<file path="config.mk">
export PLATFORM = sky130hd
export DESIGN_NAME = ula_seq_ctrl
export DESIGN_NICKNAME = d
export VERILOG_FILES = /design/src/rtl/ula_seq_ctrl.sv
export SDC_FILE = /design/constraint.sdc
export NUM_CORES = 1
export LEC_CHECK = 0
export BUFFER_PORTS_ARGS = -buffer_cell sky130_fd_sc_hd__buf_2
export CORE_UTILIZATION = 45
export DETAILED_ROUTE_END_ITERATION = 12
export PLACE_DENSITY = 0.83
export SKIP_CTS_REPAIR_TIMING = 1
export SYNTH_ARGS = -nofsm -noshare
export SYNTH_HDL_FRONTEND = slang
export SYNTH_SLANG_ARGS = --single-unit
</file>
<file path="constraint.sdc">
create_clock -name clk -period 2.2 [get_ports clk]
set_clock_uncertainty 0.15 [all_clocks]
set_input_delay 0.44 -clock clk [delete_from_list [all_inputs] [get_ports clk]]
set_output_delay 0.44 -clock clk [all_outputs]
set_load 0.01 [all_outputs]
</file>
<file path="src/rtl/ula_seq_ctrl.sv">
// Four-state sequencer for the ULA datapath: accepts one instruction per
// handshake, steers register-file addresses, SrcB select and ALU op, and captures the zero flag.
//
// state  | meaning
// -------+-------------------------------------------------------------
// IDLE   | waiting for an instruction, instr_ready high
// DECODE | read addresses driven, illegal opcode reported here
// EXEC   | ALU operands/op driven, zero flag captured at end of cycle
// WB     | result written back (unless CMP/CMPI/NOP), done pulse
module ula_seq_ctrl #(
    parameter int DATA_W = 8,
    parameter int REG_AW = 3
) (
    input  logic              clk,
    input  logic              rst,
    input  logic              instr_valid,
    output logic              instr_ready,
    input  logic [3:0]        instr_op,
    input  logic [REG_AW-1:0] instr_rd,
    input  logic [REG_AW-1:0] instr_rs1,
    input  logic [REG_AW-1:0] instr_rs2,
    input  logic [DATA_W-1:0] instr_imm,
    output logic [REG_AW-1:0] rf_ra1,
    output logic [REG_AW-1:0] rf_ra2,
    output logic [REG_AW-1:0] rf_wa,
    output logic              rf_we,
    output logic [DATA_W-1:0] constante,
    output logic              select_src,
    output logic [2:0]        alu_ctrl,
    input  logic              alu_zero,
    output logic              flag_z,
    output logic              busy,
    output logic              done,
    output logic              err
);

    typedef enum logic [1:0] {
        S_IDLE   = 2'd0,
        S_DECODE = 2'd1,
        S_EXEC   = 2'd2,
        S_WB     = 2'd3
    } state_t;

    localparam logic [3:0] OP_CMP     = 4'd6;
    localparam logic [3:0] OP_ILLEGAL = 4'd7;
    localparam logic [3:0] OP_CMPI    = 4'd14;
    localparam logic [3:0] OP_NOP     = 4'd15;

    state_t              state_q, state_d;
    logic [3:0]          op_q, op_d;
    logic [REG_AW-1:0]   rd_q, rd_d;
    logic [REG_AW-1:0]   rs1_q, rs1_d;
    logic [REG_AW-1:0]   rs2_q, rs2_d;
    logic [DATA_W-1:0]   imm_q, imm_d;
    logic                flag_z_q, flag_z_d;

    logic                accept;
    logic                writes_rd;

    assign accept    = instr_valid && (state_q == S_IDLE);
    assign writes_rd = (op_q != OP_CMP) && (op_q != OP_CMPI) &&
                       (op_q != OP_NOP) && (op_q != OP_ILLEGAL);

    always_ff @(posedge clk) begin
        if (rst) begin
            state_q  <= S_IDLE;
            op_q     <= '0;
            rd_q     <= '0;
            rs1_q    <= '0;
            rs2_q    <= '0;
            imm_q    <= '0;
            flag_z_q <= 1'b0;
        end else begin
            state_q  <= state_d;
            op_q     <= op_d;
            rd_q     <= rd_d;
            rs1_q    <= rs1_d;
            rs2_q    <= rs2_d;
            imm_q    <= imm_d;
            flag_z_q <= flag_z_d;
        end
    end

    always_comb begin
        state_d  = state_q;
        op_d     = op_q;
        rd_d     = rd_q;
        rs1_d    = rs1_q;
        rs2_d    = rs2_q;
        imm_d    = imm_q;
        flag_z_d = flag_z_q;
        case (state_q)
            S_IDLE: begin
                if (accept) begin
                    op_d    = instr_op;
                    rd_d    = instr_rd;
                    rs1_d   = instr_rs1;
                    rs2_d   = instr_rs2;
                    imm_d   = instr_imm;
                    state_d = S_DECODE;
                end
            end
            S_DECODE: begin
                state_d = (op_q == OP_ILLEGAL) ? S_IDLE : S_EXEC;
            end
            S_EXEC: begin
                // NOP keeps the flag of the previous operation
                if (op_q != OP_NOP) begin
                    flag_z_d = alu_zero;
                end
                state_d = S_WB;
            end
            S_WB: begin
                state_d = S_IDLE;
            end
            default: begin
                state_d = S_IDLE;
            end
        endcase
    end

    // Datapath controls are held from DECODE through WB so the result is stable at write-back
    always_comb begin
        instr_ready = 1'b0;
        busy        = 1'b0;
        done        = 1'b0;
        err         = 1'b0;
        rf_we       = 1'b0;
        rf_ra1      = '0;
        rf_ra2      = '0;
        rf_wa       = '0;
        constante   = '0;
        select_src  = 1'b0;
        alu_ctrl    = '0;
        if (!rst) begin
            case (state_q)
                S_IDLE: begin
                    instr_ready = 1'b1;
                end
                S_DECODE: begin
                    busy       = 1'b1;
                    rf_ra1     = rs1_q;
                    rf_ra2     = rs2_q;
                    constante  = imm_q;
                    select_src = op_q[3];
                    alu_ctrl   = op_q[2:0];
                    err        = (op_q == OP_ILLEGAL);
                end
                S_EXEC: begin
                    busy       = 1'b1;
                    rf_ra1     = rs1_q;
                    rf_ra2     = rs2_q;
                    constante  = imm_q;
                    select_src = op_q[3];
                    alu_ctrl   = op_q[2:0];
                end
                S_WB: begin
                    busy       = 1'b1;
                    rf_ra1     = rs1_q;
                    rf_ra2     = rs2_q;
                    constante  = imm_q;
                    select_src = op_q[3];
                    alu_ctrl   = op_q[2:0];
                    rf_wa      = rd_q;
                    rf_we      = writes_rd;
                    done       = 1'b1;
                end
                default: begin
                    instr_ready = 1'b0;
                end
            endcase
        end
    end

    assign flag_z = rst ? 1'b0 : flag_z_q;

endmodule

</file>
======== Word-level counts from Yosys, hierarchy flattened ========
Cells that the tools add are included.
storage, ports and cells
  flip-flop bits (word level) ............. 24
  input port bits ......................... 25
  output and inout bits ................... 27
  logic and storage cells ................. 50
cells by class
  eq/ne operators ......................... 9
  mux-type cells .......................... 26
  reductions and logical operators ........ 8
operators by type and width
  operator                                              number
  2-to-1 mux 3 bit                                      8
  2-to-1 mux 8 bit                                      2
  2-to-1 mux 1 bit                                      13
  != test 4 x 3 -> 1 bit (second input constant)        2
  != test 4 bit (second input constant)                 2
  one-hot mux 2 bit (4 select lines)                    1
  equality test 2 bit (second input constant)           2
  equality test 4 x 3 -> 1 bit (second input constant)  1
  logical AND 1 bit                                     4
  2-to-1 mux 2 bit                                      2
  AND reduction 2 bit                                   2
  OR reduction 3 bit                                    1
  equality test 2 x 1 -> 1 bit (second input constant)  1
  zero test 2 bit                                       1
  != test 2 bit (second input constant)                 1

======== Logic depth before layout (Yosys ltp) ========
Gate-level depths: netlist (run 1).
  word-level depth ........................ 6
  gate-level depth with buffers ........... 4
  mapped depth without buffers ............ 3

======== Worst setup path before layout (run 1) ========
No wires, ideal clock.
  kind .................................... input to output
  start point ............................. input rst
  end point ............................... output rf_wa[0]
  data arrival time ....................... 1.221 ns
  required time ........................... 1.610 ns
  slack ................................... 0.389 ns
  stages .................................. 4
  buffers on the path ..................... 1
  cell sequence ........................... buf_2 > nand2b_1 > nor2_1 > and2_1
between the ends
  word-level cells in the longest chain between the ends .. 1
RTL lines
  item                RTL line  RTL
  start: declaration  15        input logic rst,
  2-to-1 mux 3 bit    135       if (!rst) begin
  end: declaration    25        output logic [REG_AW-1:0] rf_wa,
No other way between the ends.

==> results of run 1 <==
[sequential cells by signal (all words and copies together), names as in the netlist, named ones only]
register	count
rs2_q	3
op_q	4
state_q	1
flag_z_q	1
rd_q	3
imm_q	8
rs1_q	3
[metal layers]
metal,GRT usage (%),up-vias,share of wire (%)
li1,-,550,-
met1,24.2,486,44
met2,33.3,45,49
met3,3.64,2,6.4
met4,8.33,0,0.54
met5,0,-,0
[cells by family (layout without fill, tap and decap cells)]
kind of cell           Yosys count  in the layout  synth area share, %
buffers and inverters           10             62                 5.42
DFF                             24             24                 45.3
and+or+nand+nor                 77             77                 36.2
AOI/OAI and AO/OA               26             26                 13.1
[tightest hold or removal path, stage by stage]
cell	delay, ns
buf_2	0.09
nand2_1	0.04
a21oi_1	0.05
[synth_stat cells (2+ instances only)]
library cell and number:
nand2_1 42, dfxtp_1 24, a21oi_1 22, and2_1 21, buf_2 4, nor2_1 3
buf_6 2, clkbuf_1 2, inv_1 2, nand2b_1 2, nor3_1 2
[where the power goes]
part / internal [uW] / switching [uW] / total, uW
Sequential: 465 / 21.1 / 486
Combinational: 63.1 / 78.8 / 142
Clock: 184 / 126 / 310
Total: 712 / 225 / 938
[worst paths after layout]
check,from,to,slack [ns],depth (start not counted)
min,instr_op[3],op_q[3]$_SDFFE_PP0P_,0.19,3
max reg2reg,register,rs2_q[2]$_SDFFE_PP0P_,0.78,3
min reg2reg,imm_q[5]$_SDFFE_PP0P_,imm_q[5]$_SDFFE_PP0P_,0.31,2
max,register,rf_wa[2],0.12,4
[layout make-up]
class | count | area share (%)
Multi-Input combinational cell | 103 | 37.6
Sequential cell | 24 | 34.6
Timing Repair Buffer | 56 | 21.0
Tap cell | 28 | 2.52
Clock inverter | 1 | 2.16
Clock buffer | 3 | 1.62
Inverter | 2 | 0.539
[stage by stage]
step / cells / util, %
after CTS: 215 / 62.2
after floorplan: 137 / -
after global routing: 217 / 63.0
after detailed placement: 211 / 59.8
after global placement: 211 / 59.8
final: 217 / 63.0
==> flow_summary.yaml, run 1 <==
status:
  status: "complete, no violations"
logic_synthesis:
  ys_ff_latch: 24
  syn_inst: 137
  synth_area_um2: 1060
  syn_nets: 162
  ys_seq_area_share_pct: 45.3
  synthTopCellsByArea: "dfxtp_1 45%, nand2_1 15%, and2_1 12%"
  synth.top_cell.area_share_pct: 45.3
  ys_types: 22
  synthFlopType: "dfxtp_1"
  async_reset_ff_share_pct: 0
  synth_edf_count: 0
  synth_top_area_cell: "dfxtp_1"
  yosys_warnings: 0
  synth.avg_cell_area_um2: 7.74
final_layout:
  final_cell_mix: "51 x buf_2, 42 x nand2_1, 23 x dfxtp_1"
  layout_commonest_cell: "buf_2"
  n_fill_cell: 213
  n_antenna_cell: 0
  layout-drive-gt1-share_pct: 33.9
  final_nets: 215
  synthToLayoutAreaGrowth_pct: 31.3
  regArea_um2: 482
  fin_area_um2: 1390
  multi_input_area_um2: 523
clock_network:
  cts_tree: "yes"
  cts_root_buf: "clkbuf_4"
  clk_pin_slew_ns: 0.13
  clk_latency_ns: 0.31
  htree_num_levels: 1
  clk_path_buf_depth: 2
  cts-buffers-inserted: 3
  clock-sinks: 24
power:
  vdd.ir_drop.worst_uv: 435
  powerDensity_nw_per_um2: 673
  power_uw: 938
  p_leak_uw: 0.000674
sta:
  max_slew_margin_pct: 80.8
  rsz0062_at_grt: "no"
  finalCritPeriodShare_pct: 94.5
  worstMarginPinSlew_ns: 0.288
  period_needed_ns: 2.08
  timing.final.setup_violations: 0
  layout_setup_ws_ns: 0.121
  tns_ns: 0
  final-max-slew-violation-count: 0
  whs_ns: 0.194
  clock.fmax_ghz: 0.481
  finalHoldViolCount: 0
placement:
  placed_cell_area_um2: 1320
  dp_slack_ns: 0.261
  place_hpwl_mm: 1.71
  place.port_buffers: 51
  place_congestion: 0.837
critical_path:
  crit_path_start_kind: "register"
  crit_buf_inv: 2
  end_kind: "output port"
  arrival_ns: 1.49
  cp_top_family: "flip-flops"
  path_class: "reg -> out"
  crit_chain: "inv_1, nor2_1, and2_1, buf_2"
  crit_slowest_cell: "dfxtp_1"
  critPathMaxStageDelay_ns: 0.51
  cp_max_fo: 8
  cp.required_ns: 1.61
route:
  avgRoutedWirePerCell_um: 11.0
  firstDrtPassIters: 4
  drt_wl_total_mm: 2.40
  vias_per_cell: 4.99
  drtIter0Drc: 11
  drc: 0
  vias: 1083
  ant_nets: 0
floorplanning:
  top_level_ports: 52
  start_util_pct: 48.0
  die_y_um: 50.6
  die_x_um: 50.6
  placeableCoreArea_um2: 2210
  row_count: 17
  die_area_um2: 2560
flow_run:
  drv_cap: 0
global_routing:
  grt_max_degree: 22
  grt_pass1_vias: 931
  antenna_found_initial: 0
  overflow: 0
  grt_pass1_wl_mm: 3.82
  grt_use_total_pct: 19.6
hold_path:
  hp-class: "in -> reg"
No activity file was read; power rests on OpenSTA's default activity.
==> run 2, diff against run 1 <==
Settings changed: ABC_AREA set to 1, PLACE_DENSITY 0.83 to 0.82, SKIP_LAST_GASP set to 1.
==> flow_summary.yaml, run 2 <==
flow_run:
  drv_cap: 0
logic_synthesis:
  synth_common_cells: "69 x nor2_1, 24 x dfxtp_1, 22 x nand2_1, 16 x o21ai_0, 10 x inv_1"
  synthTopCellsByArea: "dfxtp_1 43%, nor2_1 23%, nand2_1 7.4%"
  synth_xor_area_share_pct: 0
  yosys.area_share.adder_pct: 0
  synth.avg_cell_area_um2: 6.62
  ys_seq_area_share_pct: 43.0
  synth_edf_count: 0
  ys_ff_latch: 24
  synth_top_family_by_area: "simple AND/OR/NAND/NOR gates"
  ys_types: 17
  yosysMostFrequentCell: "nor2_1"
  syn_nets: 194
  synth_top_area_cell: "dfxtp_1"
  synth_compound_area_share_pct: 10.3
  syn_inst: 169
  synth_area_um2: 1120
  synth.top_cell.area_share_pct: 43.0
  synthFlopType: "dfxtp_1"
  async_reset_ff_share_pct: 0
  synthMuxAreaShare_pct: 0
  yosys_warnings: 0
  yosys.area_share.simple_pct: 35.8
global_routing:
  grt_max_degree: 24
  grt_pass1_wl_mm: 3.97
  grt_use_total_pct: 19.5
  overflow: 0
  antenna_found_initial: 0
  grt_pass1_vias: 967
clock_network:
  cts_tree: "yes"
  clock-sinks: 24
  cts_root_buf: "clkbuf_4"
  cts-buffers-inserted: 3
  clk_pin_slew_ns: 0.12
  htree_num_levels: 1
  clk_path_buf_depth: 2
  clk_latency_ns: 0.30
floorplanning:
  top_level_ports: 52
  die_y_um: 51.9
  row_count: 17
  die_x_um: 51.9
  placeableCoreArea_um2: 2280
  start_util_pct: 49.1
  die_area_um2: 2690
critical_path:
  r2r.worst_path.cells: 5
  path_class: "reg -> out"
  cp_max_fo: 18
  startpoint: "state_q[0]$_SDFFE_PP0P_"
  crit_slowest_cell: "dfxtp_1"
  cp.required_ns: 1.61
  crit_chain: "nor2_4, inv_2, nand2_1, nor2_1, buf_2"
  end_kind: "output port"
  arrival_ns: 1.44
  crit_path_start_kind: "register"
  critPathMaxStageDelay_ns: 0.47
sta:
  timing.final.setup_violations: 0
  finalHoldViolCount: 0
  tns_ns: 0
  layout_setup_ws_ns: 0.175
  final-max-slew-violation-count: 0
  finalCritPeriodShare_pct: 92.1
  clock.fmax_ghz: 0.494
  whs_ns: 0.216
  period_needed_ns: 2.03
  max_slew_margin_pct: 74.6
  worstMarginPinSlew_ns: 0.380
  rsz0062_at_grt: "no"
status:
  status: "complete, no violations"
final_layout:
  synthToLayoutAreaGrowth_pct: 24.9
  regMostFlops: "imm_q"
  fin_area_um2: 1400
  layout_commonest_cell: "nor2_1"
  n_antenna_cell: 0
  reg.largest.list: "imm_q: 8 flops, op_q: 4 flops"
  largest_reg_flops: 8
  n_fill_cell: 243
  layout-drive-gt1-share_pct: 27.8
  final_cell_mix: "69 x nor2_1, 51 x buf_2, 24 x dfxtp_1"
  multi_input_area_um2: 515
  final_nets: 242
  regArea_um2: 480
route:
  ant_nets: 0
  drtIter0Drc: 15
  firstDrtPassIters: 4
  drc: 0
  avgRoutedWirePerCell_um: 9.49
  vias: 1132
  vias_per_cell: 4.64
  drt_wl_total_mm: 2.32
placement:
  place_congestion: 0.869
  place_hpwl_mm: 1.70
  dp_slack_ns: 0.245
  place.port_buffers: 51
  placed_cell_area_um2: 1350
hold_path:
  holdCritStartpoint: "instr_rd[2]"
  min_path_cells: 3
  hp-class: "in -> reg"
power:
  power_uw: 1000
  p_leak_uw: 0.000727
  vdd.ir_drop.worst_uv: 721
  powerDensity_nw_per_um2: 717
run 2: cell types whose count changed after synthesis, sizes merged, moves of 10 or more:
cell   before  now
nand2      42   23
and2       21    0
nor2        4   70
inv         2   12
o21ai       1   22
a21oi      22    1
run 2: cell families (layout without fill, tap and decap cells):
kind of cell,count (synthesis),in the layout
compound gates,23,23
buf+inv,22,69
flops,24,24
simple gates,100,100
run 2: layout make-up:
class,count,share of cell area [%]
flip-flops and latches,24,34.4
clock inverters,1,2.15
inverters,13,3.67
multi-input cells,123,36.9
well taps,28,2.51
repair buffers,52,18.8
clock buffers,3,1.61
run 2: final timing paths:
| check | endpoint | slack (ns) |
|---|---|---|
| worst min-delay path | rd_q[2]$_SDFFE_PP0P_ | 0.22 |
| worst max-delay path | alu_ctrl[2] | 0.17 |
| worst max register to register | op_q[3]$_SDFFE_PP0P_ | 0.86 |
| worst min register to register | rs1_q[0]$_SDFFE_PP0P_ | 0.34 |
run 2: through the flow:
step	utilization (%)	instances
after global routing	61.4	244
after detailed placement	59.1	240
final	61.4	244
after CTS	61.4	244
after floorplan	-	169
after global placement	59.1	240
run 2: critical path, delay by kind of cell (launching register included):
kind | cells | cell delay, ns
simple gates | 3 | 0.29
flops | 1 | 0.47
buf+inv | 2 | 0.38
run 2: metal layers:
| metal | share of wire (%) | global-route usage, % |
|---|---|---|
| met5 | 0 | 0 |
| met4 | 1.2 | 8.56 |
| met1 | 45 | 23.1 |
| met2 | 51 | 34.4 |
| met3 | 3.2 | 2.92 |
run 2: report_power, final:
part | switching [uW] | leakage (uW) | internal (uW)
clock network | 123 | 0.0000279 | 184
logic | 117 | 0.000500 | 71.7
registers | 27.2 | 0.000199 | 479
==> run 3, diff against run 2 <==
--- a/constraint.sdc
+++ b/constraint.sdc
@@ -4,2 +4,2 @@
 set_output_delay 0.44 -clock clk [all_outputs]
-set_load 0.01 [all_outputs]
+set_load 0.1 [all_outputs]
==> flow_summary.yaml, run 3 (synthesis results as in run 2) <==
hold_path:
  min_path_cells: 3
  hold_end: "rs2_q[0]$_SDFFE_PP0P_"
  holdCritStartpoint: "instr_rs2[0]"
  hp-class: "in -> reg"
floorplanning:
  top_level_ports: 52
  die_area_um2: 2690
  start_util_pct: 49.1
  row_count: 17
  placeableCoreArea_um2: 2280
  die_y_um: 51.9
  die_x_um: 51.9
global_routing:
  grt_pass1_vias: 1241
  overflow: 0
  grt_pass1_wl_mm: 5.50
  grt_use_total_pct: 28.1
  grt_max_degree: 23
  antenna_found_initial: 0
final_layout:
  fin_util_pct: 83.6
  largest_reg_flops: 8
  n_fill_cell: 126
  synthToLayoutAreaGrowth_pct: 70.1
  reg.largest.list: "imm_q: 8 flops, op_q: 4 flops"
  final_nets: 245
  n_antenna_cell: 0
  layout_commonest_cell: "nor2_1"
  layout-drive-gt1-share_pct: 40.2
  final_cell_mix: "48 x nor2_1, 27 x buf_12, 24 x buf_2"
  regMostFlops: "imm_q"
critical_path:
  path_class: "reg -> out"
  crit_chain: "nor2_4, inv_4, nand2_1, nor2_1, buf_12"
  r2r-end: "op_q[3]$_SDFFE_PP0P_"
  crit_path_start_kind: "register"
  cp_top_family: "flip-flops"
  cp_max_fo: 18
  critPathMaxStageDelay_ns: 0.43
  crit_buf_inv: 2
  crit_slowest_cell: "dfxtp_2"
  arrival_ns: 1.53
  r2r.worst_path.cells: 5
  end_kind: "output port"
  cp.required_ns: 1.61
  ff2ff_setup_slack_ns: 0.76
clock_network:
  clk_path_buf_depth: 2
  htree_num_levels: 1
  clock-sinks: 24
  cts-buffers-inserted: 3
  clk_latency_ns: 0.31
  cts_root_buf: "clkbuf_4"
  cts_tree: "yes"
  clk_pin_slew_ns: 0.14
sta:
  final-max-slew-violation-count: 0
  worstMarginPinSlew_ns: 0.307
  finalHoldViolCount: 0
  period_needed_ns: 2.12
  rsz0062_at_grt: "no"
  finalCritPeriodShare_pct: 96.2
  max_slew_margin_pct: 79.5
  tns_ns: 0
  timing.final.setup_violations: 0
  clock.fmax_ghz: 0.473
route:
  drt_wl_total_mm: 3.39
  firstDrtPassIters: 4
  vias: 1279
  avgRoutedWirePerCell_um: 13.7
  ant_nets: 0
  drc: 0
  vias_per_cell: 5.18
  drtIter0Drc: 22
power:
  p_leak_uw: 0.000814
  powerDensity_nw_per_um2: 647
  vdd.ir_drop.worst_uv: 546
flow_run:
  drv_cap: 0
placement:
  place.port_buffers: 51
  place_hpwl_mm: 2.26
  place_congestion: 0.840
status:
  status: "complete, no violations"
## run 3: metal layers
layer	vias up	part of all wire (%)	track usage [%]	routed length, um
li1	620	-	-	-
met1	574	39	31.0	1330
met2	67	51	50.9	1750
met5	-	0	0	0
met4	0	4.2	14.0	143
met3	18	5.0	4.68	169
## run 3: power breakdown
group          internal, uW  switching (uW)
registers               480            33.2
clock network           184             135
logic                   131             268
## run 3: cell type report
cell class	instances	area [um^2]	area share (%)
repair buffers	55	691	36.3
multi-input cells	123	588	30.9
flip-flops and latches	24	483	25.4
clock buffers	3	22.5	1.18
well taps	28	35.0	1.84
inverters	13	53.8	2.83
clock inverters	1	30.0	1.58
## run 3: worst register-to-register path: stages, from the launching register on
cell and delay [ns]:
dfxtp_2 0.38, nor2_4 0.22, nand2_4 0.19, inv_4 0.24, nor2_1 0.07, nor2_1 0.13
## run 3: how the worst max path moves through the flow
stage	startpoint	end	cells after the start	slack, ns
floorplan	rst	rf_ra1[2]	2	-0.38
global placement	rst	done	5	0.28
detailed placement	rst	done	5	0.20
CTS	state_q[0]$_SDFFE_PP0P_	select_src	5	-0.08
global route	state_q[0]$_SDFFE_PP0P_	select_src	5	0.04
finish	state_q[0]$_SDFFE_PP0P_	select_src	5	0.08
## run 3: per-stage QoR
stage          hold WS [ns]  setup WS [ns]  area [um^2]  total power, uW  std cells
6_report              0.208         0.0842         1900             1230        247
4_1_cts               0.209        -0.0794         1900             1230        247
3_3_place_gp          0.312          0.277         1850              895        243
3_5_place_dp          0.324          0.199         1850              909        243
5_1_grt               0.206         0.0392         1900             1290        247
2_1_floorplan         0.302         -0.378         1190              792        169
